==> src/rtl/parallel_converter_n_to_1_ctrl.sv <==
// parallel_converter_n_to_1_ctrl
// Sequencer for an N-to-1 parallelism converter: captures one wide word of
// N_LANES coded blocks per accepted strobe, then steps the lane select once
// per downstream-ready cycle. Back-to-back words are accepted on the cycle
// the final lane is taken, so the block stream can run without bubbles.
// Optional build macro: PCS_CONV_LANE_MASK_EN adds i_lane_mask so that only
// selected lanes of each word are emitted.
module parallel_converter_n_to_1_ctrl #(
  parameter  int LEN_CODED_BLOCK = 66,
  parameter  int N_LANES         = 20,
  localparam int NB_INDEX        = $clog2(N_LANES)
) (
  input  logic                i_clock,
  input  logic                i_reset,
  input  logic                i_enable,
  input  logic                i_valid,
  input  logic                i_ds_ready,
`ifdef PCS_CONV_LANE_MASK_EN
  input  logic [N_LANES-1:0]  i_lane_mask,
`endif
  output logic                o_ready,
  output logic                o_load,
  output logic [NB_INDEX-1:0] o_index,
  output logic                o_valid,
  output logic                o_last,
  output logic                o_overrun
);

  if (N_LANES < 2 || LEN_CODED_BLOCK < 1) begin : g_bad_cfg
    $error("parallel_converter_n_to_1_ctrl: N_LANES must be >= 2 and LEN_CODED_BLOCK >= 1");
  end

  typedef enum logic {IDLE, RUN} state_t;

  state_t              state_q, state_d;
  logic [NB_INDEX-1:0] index_q, index_d;
  logic                valid_q, valid_d;
  logic                overrun_q, overrun_d;

  logic [NB_INDEX-1:0] first_idx;
  logic [NB_INDEX-1:0] next_idx;
  logic [NB_INDEX-1:0] last_idx;
  logic                word_has_lanes;
  logic                at_last;
  logic                advance;
  logic                ready;
  logic                load;

`ifdef PCS_CONV_LANE_MASK_EN
  logic [N_LANES-1:0] mask_q, mask_d;
  logic               next_found;
  logic               first_found;

  // Lane positions derived from the incoming mask (first lane) and the
  // captured mask (successor of the current lane, final lane).
  always_comb begin
    first_idx   = '0;
    first_found = 1'b0;
    next_idx    = index_q;
    next_found  = 1'b0;
    last_idx    = '0;
    for (int unsigned i = 0; i < N_LANES; i++) begin
      if (i_lane_mask[i] && !first_found) begin
        first_idx   = NB_INDEX'(i);
        first_found = 1'b1;
      end
      if (mask_q[i] && !next_found && (NB_INDEX'(i) > index_q)) begin
        next_idx   = NB_INDEX'(i);
        next_found = 1'b1;
      end
      if (mask_q[i]) begin
        last_idx = NB_INDEX'(i);
      end
    end
    word_has_lanes = |i_lane_mask;
  end
`else
  // Every lane is emitted in order, so lane positions are fixed.
  always_comb begin
    first_idx      = '0;
    next_idx       = index_q + NB_INDEX'(1);
    last_idx       = NB_INDEX'(N_LANES - 1);
    word_has_lanes = 1'b1;
  end
`endif

  // Handshake terms: a new word is taken when idle or as the final lane leaves.
  always_comb begin
    at_last = (index_q == last_idx);
    advance = i_enable & valid_q & i_ds_ready;
    ready   = i_enable & ((state_q == IDLE) |
                          ((state_q == RUN) & valid_q & at_last & i_ds_ready));
    load    = i_enable & i_valid & ready;
  end

  // Next-state: a load overrides the final-lane retirement so back-to-back
  // words restart at the first lane without an idle cycle.
  always_comb begin
    state_d   = state_q;
    index_d   = index_q;
    valid_d   = valid_q;
    overrun_d = overrun_q;
`ifdef PCS_CONV_LANE_MASK_EN
    mask_d    = mask_q;
    if (load) begin
      mask_d = i_lane_mask;
    end
`endif
    if (load) begin
      if (word_has_lanes) begin
        state_d = RUN;
        valid_d = 1'b1;
        index_d = first_idx;
      end else begin
        state_d = IDLE;
        valid_d = 1'b0;
        index_d = '0;
      end
    end else if (advance) begin
      if (at_last) begin
        state_d = IDLE;
        valid_d = 1'b0;
        index_d = '0;
      end else begin
        index_d = next_idx;
      end
    end
    if (i_enable & i_valid & ~ready) begin
      overrun_d = 1'b1;
    end
  end

  // State registers with synchronous reset.
  always_ff @(posedge i_clock) begin
    if (i_reset) begin
      state_q   <= IDLE;
      index_q   <= '0;
      valid_q   <= 1'b0;
      overrun_q <= 1'b0;
`ifdef PCS_CONV_LANE_MASK_EN
      mask_q    <= '0;
`endif
    end else begin
      state_q   <= state_d;
      index_q   <= index_d;
      valid_q   <= valid_d;
      overrun_q <= overrun_d;
`ifdef PCS_CONV_LANE_MASK_EN
      mask_q    <= mask_d;
`endif
    end
  end

  assign o_ready   = ready;
  assign o_load    = load;
  assign o_index   = index_q;
  assign o_valid   = valid_q;
  assign o_last    = valid_q & at_last;
  assign o_overrun = overrun_q;

endmodule

==> config.mk <==
export PLATFORM = sky130hd
export DESIGN_NAME = parallel_converter_n_to_1_ctrl
export DESIGN_NICKNAME = d
export VERILOG_FILES = /design/src/rtl/parallel_converter_n_to_1_ctrl.sv
export SDC_FILE = /design/constraint.sdc
export NUM_CORES = 1
export LEC_CHECK = 0
export BUFFER_PORTS_ARGS = -buffer_cell sky130_fd_sc_hd__buf_2
export CAP_MARGIN = 40
export CORE_AREA = 4 4 41 43
export CTS_CLUSTER_SIZE = 28
export DETAILED_ROUTE_END_ITERATION = 10
export DIE_AREA = 0 0 45 47
export GPL_ROUTABILITY_DRIVEN = 0
export GPL_TIMING_DRIVEN = 0
export HOLD_SLACK_MARGIN = 0.02
export SYNTH_ARGS = -nofsm -noshare
export SYNTH_HDL_FRONTEND = slang
export SYNTH_SLANG_ARGS = --single-unit
export TNS_END_PERCENT = 5
==> constraint.sdc <==
create_clock -name i_clock -period 1.9 [get_ports i_clock]
set_input_delay 0.095 -clock i_clock [delete_from_list [all_inputs] [get_ports i_clock]]
set_output_delay 0.095 -clock i_clock [all_outputs]
set_load 0.03 [all_outputs]
**Yosys cells after proc, flatten, opt, wreduce, memory -nomap -nowiden**

Index checks and enable logic that the tools add are counted.

- Add/sub/neg operators: 1
- Equality and inequality tests: 1
- Mux-type cells: 4
- Bitwise logic cells: 11
- Reduce and logical (&&, ||, !) cells: 4

Operator list:

| operator | number |
|---|---|
| AND 1 bit | 8 |
| adder 5 x 1 -> 5 bit (second input constant) | 1 |
| equality test 5 bit (second input constant) | 1 |
| 2-to-1 mux 5 bit | 1 |
| nonzero test 2 bit | 2 |
| 2-to-1 mux 1 bit | 3 |
| inverter 1 bit | 2 |
| AND reduction 2 bit | 1 |
| OR reduction 2 bit | 1 |
| OR 1 bit | 1 |

- Flip-flop bits (word level): 7
- Output and inout port bits: 10

**Depth between registers and ports, before layout**

Gate-level depths: netlist of the first run.

- Depth after elaboration: 8
- Mapped depth: 4
- Gate-level depth less buffers: 4

**Worst setup path before layout of the first run**

OpenSTA, ideal clock, no wires.

- Kind: flip-flop to output port
- Start point: reg index_q[0] (netlist: o_index[0])
- End point: out o_load
- Arrival time: 1.672 ns
- Setup slack: 0.133 ns
- Cell stages (with the launch flop): 5
- Path buffers: 0
- Path through: dfxtp_1 > ha_1 > nand4bb_1 > o21ai_0 > nor2b_1

- Longest elaborated chain between the ends: 6

RTL lines:

| element | line | text |
|---|---|---|
| from (decl) | 36 | `logic [NB_INDEX-1:0] index_q, index_d;` |
| from (signal assigned) | 145 | `index_q <= index_d;` |
| equality test 5 bit | 89 | `at_last = (index_q == last_idx);` |
| AND 1 bit | - |  |
| AND 1 bit | 92 | `((state_q == RUN) & valid_q & at_last & i_ds_ready));` |
| OR 1 bit | 91 | `ready = i_enable & ((state_q == IDLE) \|` |
| AND 1 bit | 91 |  |
| AND 1 bit | 93 | `load = i_enable & i_valid & ready;` |
| to (decl) | 22 | `output logic o_load,` |

No other way between the ends.

**Worst setup path in the final report of the first run**

- Start point: reg index_q[0] (netlist: o_index[0])
- End point: out o_last

- Longest elaborated chain between the ends: 2

RTL lines:

| element | line | text |
|---|---|---|
| equality test 5 bit | 89 |  |
| AND 1 bit | 158 | `assign o_last = valid_q & at_last;` |
| to (decl) | 25 | `output logic o_last,` |

No other way between the ends.

==> flow_metrics.env, run 1 <==
export IMPL_status="finished, final reports clean"
export IMPL_diodes=0
export IMPL_dpl_worst_slack_ps=354.5
export IMPL_n_fill_cell=146
export IMPL_grt_pass1_wl_um=1414
export IMPL_netlist_area_sq_um=366.6
export IMPL_ioPinCount=15
export IMPL_tightest_slew_ps=354.2
export IMPL_synth_compound_area_share_pct=19.11
export IMPL_cts_setup_buffers=0
export IMPL_drc=0
export IMPL_min_path_type="in -> reg"
export IMPL_layout_min_cycle_time_ps=1691
export IMPL_yosysTopAreaCell="dfxtp_1"
export IMPL_leakagePower_nw=0.2091
export IMPL_synth_fa_ha_area_share_pct=3.413
export IMPL_synthSimpleGateAreaFrac_pct=34.47
export IMPL_relSlewSlack_pct=76.34
export IMPL_cts_hold_buf=0
export IMPL_timing_fmax_mhz=591.3
export IMPL_die_y_um=47
export IMPL_maxCapViolCount=0
export IMPL_skew_ps=4.238
export IMPL_cts_tree="built"
export IMPL_yosys_cell_types_count=23
export IMPL_synth_seq_cells=7
export IMPL_power_density_mw_per_mm2=672.2
export IMPL_wl_per_cell_um=11.11
export IMPL_grt_use_total_pct=9.897
export IMPL_path_clk_slew_ps=60
export IMPL_ys_seq_area_share_pct=38.23
export IMPL_cp_max_fo=5
export IMPL_synthMuxAreaShare_pct=2.730
export IMPL_fin_crit_sh_pct=89.01
export IMPL_crit_type="reg -> out"
export IMPL_start_util_pct=28.17
export IMPL_gr_total_overflow=0
export IMPL_tns_ps=0
export IMPL_rows=13
export IMPL_synth_top_area_share_pct=38.23
export IMPL_finalHoldViolations=0
export IMPL_die_w_um=45
export IMPL_use_met3_pct=7.663
export IMPL_clockBufferDepth=2
export IMPL_worst_ir_drop_vdd_mv=0.3632
export IMPL_grt_pass1_vias=324
export IMPL_grt_max_degree=9
export IMPL_core_area_sq_mm=0.001301
export IMPL_ys_top_cells_by_area="dfxtp_1, a21oi_1, o21ai_0"
export IMPL_drv_slew=0
export IMPL_grtUsageMet2_pct=12.43
export IMPL_drtIter0Drc=12
export IMPL_crit_required_ps=1800
export IMPL_yosysWarnings=0
export IMPL_mostFrequentLayoutCells="buf_2, dfxtp_1, nand2_1, a21oi_1"
export IMPL_syn_num_nets=48
export IMPL_final_common_cell="buf_2"
export IMPL_insertion_delay_ps=250
export IMPL_portBuffers=14
export IMPL_use_met1_pct=12.59
export IMPL_worstSetupStartpointType="register"
export IMPL_setup_viol=0
export IMPL_worstSetupEndpointType="output port"
export IMPL_via_count=373
export IMPL_synth_top_family_by_area="simple AND/OR/NAND/NOR gates"
export IMPL_synth_xor_area_share_pct=0
export IMPL_clock_sinks=7
export IMPL_routed_via_density=4.973
export IMPL_rsz0062_at_grt="false"
export IMPL_drive_gt1_share_pct=38.33
export IMPL_syn_to_final_growth_pct=34.13
export IMPL_cp_data_arrival_time_ps=1600
export IMPL_die_area_sq_mm=0.002115
export IMPL_syn_avg_cell_area_sq_um=8.729
export IMPL_wirelength_um=833
export IMPL_htree_levels=1
export IMPL_netlist_instances=42
export IMPL_drt_first_pass_iters=6
export IMPL_cts_root_buf="clkbuf_4"
export IMPL_setup_slack_ps=208.9
export IMPL_antenna_found_initial=0
export IMPL_top_usage_layer="met1"
export IMPL_ff2ff_setup_slack_ps=480
export IMPL_ant_nets=0
export IMPL_numCtsBuffers=3
export IMPL_fin_nets=67
-- synthesized netlist by cell type --
cell type / instances
inv_2: 1
nor2b_1: 2
or4b_1: 1
mux2i_1: 1
or3_1: 2
and2_2: 1
nand4bb_1: 1
a21oi_1: 4
nand2b_1: 1
o21ai_0: 4
or3_2: 1
nor4bb_1: 1
a311oi_1: 1
ha_1: 1
o31ai_1: 1
dfxtp_1: 7
o21bai_1: 1
a31oi_1: 1
nand4_2: 1
nand2_1: 4
inv_1: 1
and2_1: 1
nand3_1: 3
-- cell type report --
type	count	area (sq um)	share of cell area, %
clock buffer	4	26.28	5.344
inverter	2	7.507	1.527
multi-input combinational	33	229.0	46.56
sequential	7	140.1	28.50
tap	15	18.77	3.817
timing repair buffer	14	70.07	14.25
-- worst paths after layout --
check / start / endpoint / cells after the start
worst max-delay path: o_index[0]$_SDFFE_PP0P_ / o_last / 4
worst min-delay path: i_valid / o_index[1]$_SDFFE_PP0P_ / 2
worst max register to register: o_index[0]$_SDFFE_PP0P_ / o_index[4]$_SDFFE_PP0P_ / 4
worst min register to register: o_overrun$_SDFFE_PP0P_ / o_overrun$_SDFFE_PP0P_ / 2
-- stage by stage --
| step | total power (W) | std cells | cell area, sq um | hold WS [ps] | util [%] |
|---|---|---|---|---|---|
| 2_1_floorplan | 0.0001786 | 42 | 366.6 | 164.1 | - |
| 3_3_place_gp | 0.0001938 | 71 | 455.4 | 312.4 | 35.00 |
| 3_5_place_dp | 0.0001944 | 71 | 455.4 | 312.0 | 35.00 |
| 4_1_cts | 0.0003365 | 75 | 481.7 | 37.95 | 37.02 |
| 5_1_grt | 0.0003505 | 75 | 491.7 | 45.53 | 37.79 |
| 6_report | 0.0003305 | 75 | 491.7 | 45.38 | 37.79 |
-- kinds of logic after synthesis --
group / after synthesis
and+or+nand+nor: 19
AOI/OAI and AO/OA: 12
DFF: 7
buffers and inverters: 2
muxes: 1
adders and majority gates: 1
-- registers in the layout (all words and copies together) (netlist names) --
name / count
o_index: 5
o_overrun: 1
o_valid: 1
-- metal layers --
layer / routed length (um) / up-vias
li1: - / 193
met1: 385 / 161
met2: 329 / 19
met3: 118 / 0
met4: 0 / 0
met5: 0 / -
-- critical path, stage by stage (launching register included) --
cell and delay, ps:
dfxtp_1 380, ha_1 210, nor4bb_2 370, and2_1 180, buf_2 190
-- power by group --
| group | switching (W) | total (W) | internal, W |
|---|---|---|---|
| Combinational | 0.0000258 | 0.0000387 | 0.0000129 |
| Sequential | 0.00000358 | 0.000153 | 0.000150 |
| Clock | 0.0000582 | 0.000139 | 0.0000804 |
-- repair_timing --
action	4_1_cts	5_1_grt
endpoints found under the setup margin	0	3
hold endpoints to repair	0	0
resized for setup	0	3
(Power assumes the default switching activity.)
==> run 2, diff against run 1 <==
- ABC_AREA: unset -> 1
==> run 2 against run 1 <==
Total power down 0.17%. Critical path type unchanged. Sequential cell count is the same. Count of clock-buffer cells in the layout stayed put. Clock skew decreased by 4.0 ps. Non-clock buffer count is 1 higher. Die area did not move. Worst hold slack better by 170 ps. First-iteration DRC count decreased by 42%.
==> flow_metrics.env, run 2 <==
export IMPL_status="finished, final reports clean"
export IMPL_power_w=0.0003300
export IMPL_drc=0
export IMPL_skew_ps=0.1982
export IMPL_drv_slew=0
export IMPL_final_core_util_pct=40.67
export IMPL_ff2ff_setup_slack_ps=600
export IMPL_via_count=397
export IMPL_regToRegEndpoint="o_index[0]$_SDFFE_PP0P_"
export IMPL_mostFrequentLayoutCells="buf_2, nand2_1, inv_1, dfxtp_1, nor2_1"
export IMPL_rr_worst_depth=8
export IMPL_cp_data_arrival_time_ps=1530
export IMPL_grt_pass1_wl_um=1449
export IMPL_ys_top_cells_by_area="dfxtp_1, nand2_1, inv_1"
export IMPL_synth_most_common_cell="nand2_1"
export IMPL_holdPathStages=5
export IMPL_synth_top_cells_by_count="nand2_1, inv_1, dfxtp_1, nor2_1"
export IMPL_fin_crit_sh_pct=85.51
export IMPL_fin_area_sq_um=529.3
export IMPL_clock_sinks=7
export IMPL_ant_nets=0
export IMPL_worstSetupEndpointType="output port"
export IMPL_syn_num_nets=62
export IMPL_rsz0062_at_grt="false"
export IMPL_yosys_cell_types_count=16
export IMPL_rows=13
export IMPL_die_w_um=45
export IMPL_path_clk_slew_ps=50
export IMPL_cts_root_buf="clkbuf_4"
export IMPL_yosysWarnings=0
export IMPL_n_fill_cell=158
export IMPL_drtIter0Drc=7
export IMPL_crit_type="reg -> out"
export IMPL_diodes=0
export IMPL_insertion_delay_ps=240
export IMPL_htree_levels=1
export IMPL_ioPinCount=15
export IMPL_leakagePower_nw=0.2635
export IMPL_crit_required_ps=1800
export IMPL_grt_use_total_pct=9.810
export IMPL_synthArstFlopShare_pct=0
export IMPL_portBuffers=14
export IMPL_wirelength_um=848
export IMPL_tns_ps=0
export IMPL_slowest_stage="dfxtp_1"
export IMPL_start_util_pct=31.06
export IMPL_synth_seq_cells=7
export IMPL_finalHoldViolations=0
export IMPL_grt_max_degree=9
export IMPL_cts_tree="built"
export IMPL_largest_register_ff_count=5
export IMPL_grt_pass1_vias=354
export IMPL_synth_top_area_share_pct=34.67
export IMPL_relSlewSlack_pct=82.08
export IMPL_synth_edff_count=0
export IMPL_worstSetupStartpointType="register"
export IMPL_cp_cell_sequence="ha_1 -> nand2_1 -> inv_1 -> nand3_1 -> nand2_1 -> nand2_2 -> inv_1 -> buf_2"
export IMPL_hold_path_startpoint="i_valid"
export IMPL_cp_max_fo=4
export IMPL_ys_seq_area_share_pct=34.67
export IMPL_worst_ir_drop_vdd_mv=0.3911
export IMPL_syn_avg_cell_area_sq_um=7.217
export IMPL_gr_total_overflow=0
export IMPL_die_y_um=47
export IMPL_hold_path_end="o_overrun$_SDFFE_PP0P_"
export IMPL_final_common_cell="buf_2"
export IMPL_power_density_mw_per_mm2=623.4
export IMPL_min_path_type="in -> reg"
export IMPL_drt_first_pass_iters=3
export IMPL_cts_setup_buffers=0
export IMPL_netlist_instances=56
export IMPL_layout_min_cycle_time_ps=1625
export IMPL_dpl_cell_area_sq_um=493.0
export IMPL_synth_ff_type="dfxtp_1"
export IMPL_yosysTopAreaCell="dfxtp_1"
export IMPL_core_area_sq_mm=0.001301
export IMPL_drive_gt1_share_pct=36.00
export IMPL_clockBufferDepth=2
export IMPL_wl_per_cell_um=9.422
export IMPL_fin_nets=82
export IMPL_tightest_slew_ps=268.5
export IMPL_reg2reg_from="o_index[0]$_SDFFE_PP0P_"
export IMPL_netlist_area_sq_um=404.1
export IMPL_timing_fmax_mhz=615.5
export IMPL_setup_viol=0
export IMPL_maxCapViolCount=0
export IMPL_numCtsBuffers=3
export IMPL_antenna_found_initial=0
export IMPL_place_hpwl_um=668.7
export IMPL_syn_to_final_growth_pct=30.96
export IMPL_max_stage_delay_ps=400
export IMPL_die_area_sq_mm=0.002115
export IMPL_routed_via_density=4.411
## run 2: logic make-up after synthesis
logic type | share of synthesized area (%)
adder cells (fa/ha/maj) | 3.095
buffers and inverters | 8.359
XOR/XNOR | 4.335
AND/OR/NAND/NOR | 43.03
AO/OA/AOI/OAI | 6.500
flip-flops | 34.67
## run 2: per-stage QoR
stage / worst slack (ps) / cells / hold slack [ps]
global placement: 550.7 / 85 / 284.9
finish: 275.4 / 90 / 217.7
detailed placement: 536.6 / 85 / 282.2
global route: 152.7 / 90 / 227.1
floorplan: 272.3 / 56 / 164.1
CTS: 258.5 / 90 / 212.5
## run 2: worst max-delay path by stage
stage	slack (ps)	from	to
floorplan	270	o_index[0]$_SDFFE_PP0P_	o_ready
global placement	550	o_index[0]$_SDFFE_PP0P_	o_load
detailed placement	540	o_index[0]$_SDFFE_PP0P_	o_load
CTS	260	o_index[0]$_SDFFE_PP0P_	o_load
global route	150	o_index[0]$_SDFFE_PP0P_	o_load
finish	280	o_index[0]$_SDFFE_PP0P_	o_load
## run 2: layout make-up
class	count	area (sq um)	area share, %
Timing Repair Buffer	15	80.08	15.13
Tap cell	15	18.77	3.546
Inverter	9	33.78	6.383
Clock buffer	4	26.28	4.965
Multi-Input combinational cell	40	230.2	43.50
Sequential cell	7	140.1	26.48
## run 2: critical path, delay by kind of cell, from the launching register on
family / cells / cell delay [ps]
adder cells (fa/ha/maj): 1 / 220
buffers and inverters: 3 / 310
flip-flops: 1 / 400
AND/OR/NAND/NOR: 4 / 360
## run 2: metal layers
| metal | global-route usage, % | share of wire (%) |
|---|---|---|
| met5 | 0 | 0 |
| met4 | 7.018 | 1.4 |
| met3 | 3.448 | 7.8 |
| met2 | 14.41 | 42 |
| met1 | 11.87 | 48 |
## run 2: report_power, final
| group | total (W) | switching, W | internal [W] | leakage, nW |
|---|---|---|---|---|
| combinational | 0.0000436 | 0.0000290 | 0.0000145 | 0.192 |
| sequential | 0.000154 | 0.00000433 | 0.000150 | 0.0567 |
| clock | 0.000132 | 0.0000522 | 0.0000800 | 0.0150 |
| total | 0.000330 | 0.0000856 | 0.000244 | 0.263 |
## run 2: what timing repair did
| action | CTS | global route |
|---|---|---|
| hold endpoints to repair | 1 | 0 |
| hold buffers | 1 | 0 |
| resized for setup | 0 | 0 |
==> run 3, diff against run 2 <==
- CELL_PAD_IN_SITES_DETAIL_PLACEMENT: unset -> 1
- CELL_PAD_IN_SITES_GLOBAL_PLACEMENT: unset -> 2
- CORE_AREA: 4 4 41 43 -> unset
- CORE_MARGIN: unset -> 4
- CORE_UTILIZATION: unset -> 25
- DIE_AREA: 0 0 45 47 -> unset
- PLACE_DENSITY_LB_ADDON: unset -> 0.1
==> run 3 against run 2 <==
Die area grew 9.9%. Register-to-register slack lost 20 ps. Sequential power about the same. Core utilization is 6.5 points lower. Sequential share of layout area is 0.45 points higher. Critical path depth did not move. Clock skew rose by 3.1 ps.
==> flow_metrics.env, run 3 (synthesized netlist as in run 2, its figures left out) <==
export IMPL_status="finished, final reports clean"
export IMPL_clockBufferDepth=2
export IMPL_leakagePower_nw=0.2593
export IMPL_grt_use_total_pct=9.745
export IMPL_crit_required_ps=1800
export IMPL_cts_root_buf="clkbuf_4"
export IMPL_tns_ps=0
export IMPL_final_core_util_pct=34.15
export IMPL_insertion_delay_ps=250
export IMPL_die_y_um=48.21
export IMPL_clock_sinks=7
export IMPL_mostFrequentLayoutCells="buf_2, nand2_1, inv_1, dfxtp_1, nor2_1"
export IMPL_gr_total_overflow=0
export IMPL_timing_fmax_mhz=609.2
export IMPL_worst_ir_drop_vdd_mv=0.3207
export IMPL_ioPinCount=15
export IMPL_worstSetupEndpointType="output port"
export IMPL_drt_first_pass_iters=5
export IMPL_cts_tree="built"
export IMPL_cts_hold_buf=0
export IMPL_wirelength_um=940
export IMPL_cts_resized=0
export IMPL_fin_area_sq_um=520.5
export IMPL_critical_path_top_delay_family="flip-flops"
export IMPL_finalNonFillerCells=90
export IMPL_worst_path_buf_inv=3
export IMPL_antenna_found_initial=0
export IMPL_skew_ps=3.289
export IMPL_cp_max_fo=4
export IMPL_grt_pass1_vias=350
export IMPL_worstSetupStartpointType="register"
export IMPL_routed_via_density=4.411
export IMPL_clkPwrFrac_pct=40.8
export IMPL_dpl_worst_slack_ps=509.3
export IMPL_cp_cell_sequence="ha_1 -> nand2_1 -> inv_1 -> nand3_1 -> nand2_1 -> nand2_2 -> inv_1 -> buf_2"
export IMPL_core_area_sq_mm=0.001524
export IMPL_via_count=397
export IMPL_comb_power_share_pct=12.7
export IMPL_min_path_type="in -> reg"
export IMPL_power_switching_w=0.00008846
export IMPL_portBuffers=14
export IMPL_fin_nets=81
export IMPL_power_frac_seq_pct=46.5
export IMPL_diodes=0
export IMPL_drv_slew=0
export IMPL_drive_gt1_share_pct=36.49
export IMPL_final_common_cell="buf_2"
export IMPL_die_area_sq_mm=0.002324
export IMPL_grt_max_degree=9
export IMPL_drtIter0Drc=5
export IMPL_slowest_stage="dfxtp_1"
export IMPL_die_w_um=48.21
export IMPL_start_util_pct=26.52
export IMPL_grt_pass1_wl_um=1511
export IMPL_drc=0
export IMPL_path_clk_slew_ps=50
export IMPL_relSlewSlack_pct=81.89
export IMPL_place_hpwl_um=812.7
export IMPL_max_stage_delay_ps=400
export IMPL_layout_min_cycle_time_ps=1641
export IMPL_cp_data_arrival_time_ps=1550
export IMPL_wl_per_cell_um=10.44
export IMPL_rows=14
export IMPL_syn_to_final_growth_pct=28.79
export IMPL_maxCapViolCount=0
export IMPL_tightest_slew_ps=271.3
export IMPL_dpl_cell_area_sq_um=494.2
export IMPL_largest_register_ff_count=5
export IMPL_setup_viol=0
export IMPL_rsz0062_at_grt="false"
export IMPL_cell_internal_pwr_w=0.0002432
export IMPL_htree_levels=1
export IMPL_power_density_mw_per_mm2=637.1
export IMPL_crit_type="reg -> out"
export IMPL_dp_cells=86
export IMPL_numCtsBuffers=3
export IMPL_ant_nets=0
export IMPL_fin_crit_sh_pct=86.39
export IMPL_setup_slack_ps=258.6
export IMPL_p_sw_share_pct=26.68
export IMPL_finalHoldViolations=0
export IMPL_cts_setup_buffers=0
-- run 3: cell types whose count changed in the layout (fill, tap and decap cells not counted), sizes merged --
cell,change
dlygate4sd3,-1
-- run 3: per-stage QoR --
| stage | power (W) | hold slack, ps |
|---|---|---|
| 6_report | 0.0003316 | 29.49 |
| 5_1_grt | 0.0003506 | 23.32 |
| 4_1_cts | 0.0003397 | 21.68 |
| 3_5_place_dp | 0.0002002 | 289.7 |
| 3_3_place_gp | 0.0002000 | 288.4 |
| 2_1_floorplan | 0.0001846 | 164.1 |
-- run 3: worst paths after layout --
kind,start,to,depth (start not counted),slack (ps)
setup / recovery,o_index[0]$_SDFFE_PP0P_,o_load,8,260
hold / removal,i_reset,o_overrun$_SDFFE_PP0P_,2,30
setup reg to reg,o_index[0]$_SDFFE_PP0P_,o_index[0]$_SDFFE_PP0P_,8,580
hold reg to reg,o_overrun$_SDFFE_PP0P_,o_overrun$_SDFFE_PP0P_,2,440
-- run 3: cell type report --
class	instances	area, sq um
Sequential cell	7	140.1
Tap cell	16	20.02
Timing Repair Buffer	14	70.07
Clock buffer	4	26.28
Inverter	9	33.78
Fill cell	195	1003
Multi-Input combinational cell	40	230.2
-- run 3: routing by layer --
| layer | vias to the layer above | track usage, % | part of all wire [%] |
|---|---|---|---|
| met5 | - | 0 | 0 |
| met1 | 179 | 13.25 | 51 |
| li1 | 210 | - | - |
| met4 | 0 | 6.452 | 0.64 |
| met2 | 6 | 12.76 | 45 |
| met3 | 2 | 3.321 | 3.5 |
-- run 3: worst register-to-register path: stages, from the launching register on --
cell,delay [ps]
dfxtp_1,400
ha_1,220
nand2_1,60
inv_1,80
nand3_1,120
nand2_1,110
nand2_2,80
nand3_2,100
nor2_1,50
-- run 3: power groups by stage --
stage | clock network [W] | logic, W | registers (W)
after global placement | 0 | 0.0000426 | 0.000157
after floorplan | 0 | 0.0000223 | 0.000162
after detailed placement | 0 | 0.0000428 | 0.000157
after global routing | 0.000150 | 0.0000461 | 0.000155
final | 0.000135 | 0.0000421 | 0.000154
after CTS | 0.000142 | 0.0000431 | 0.000154
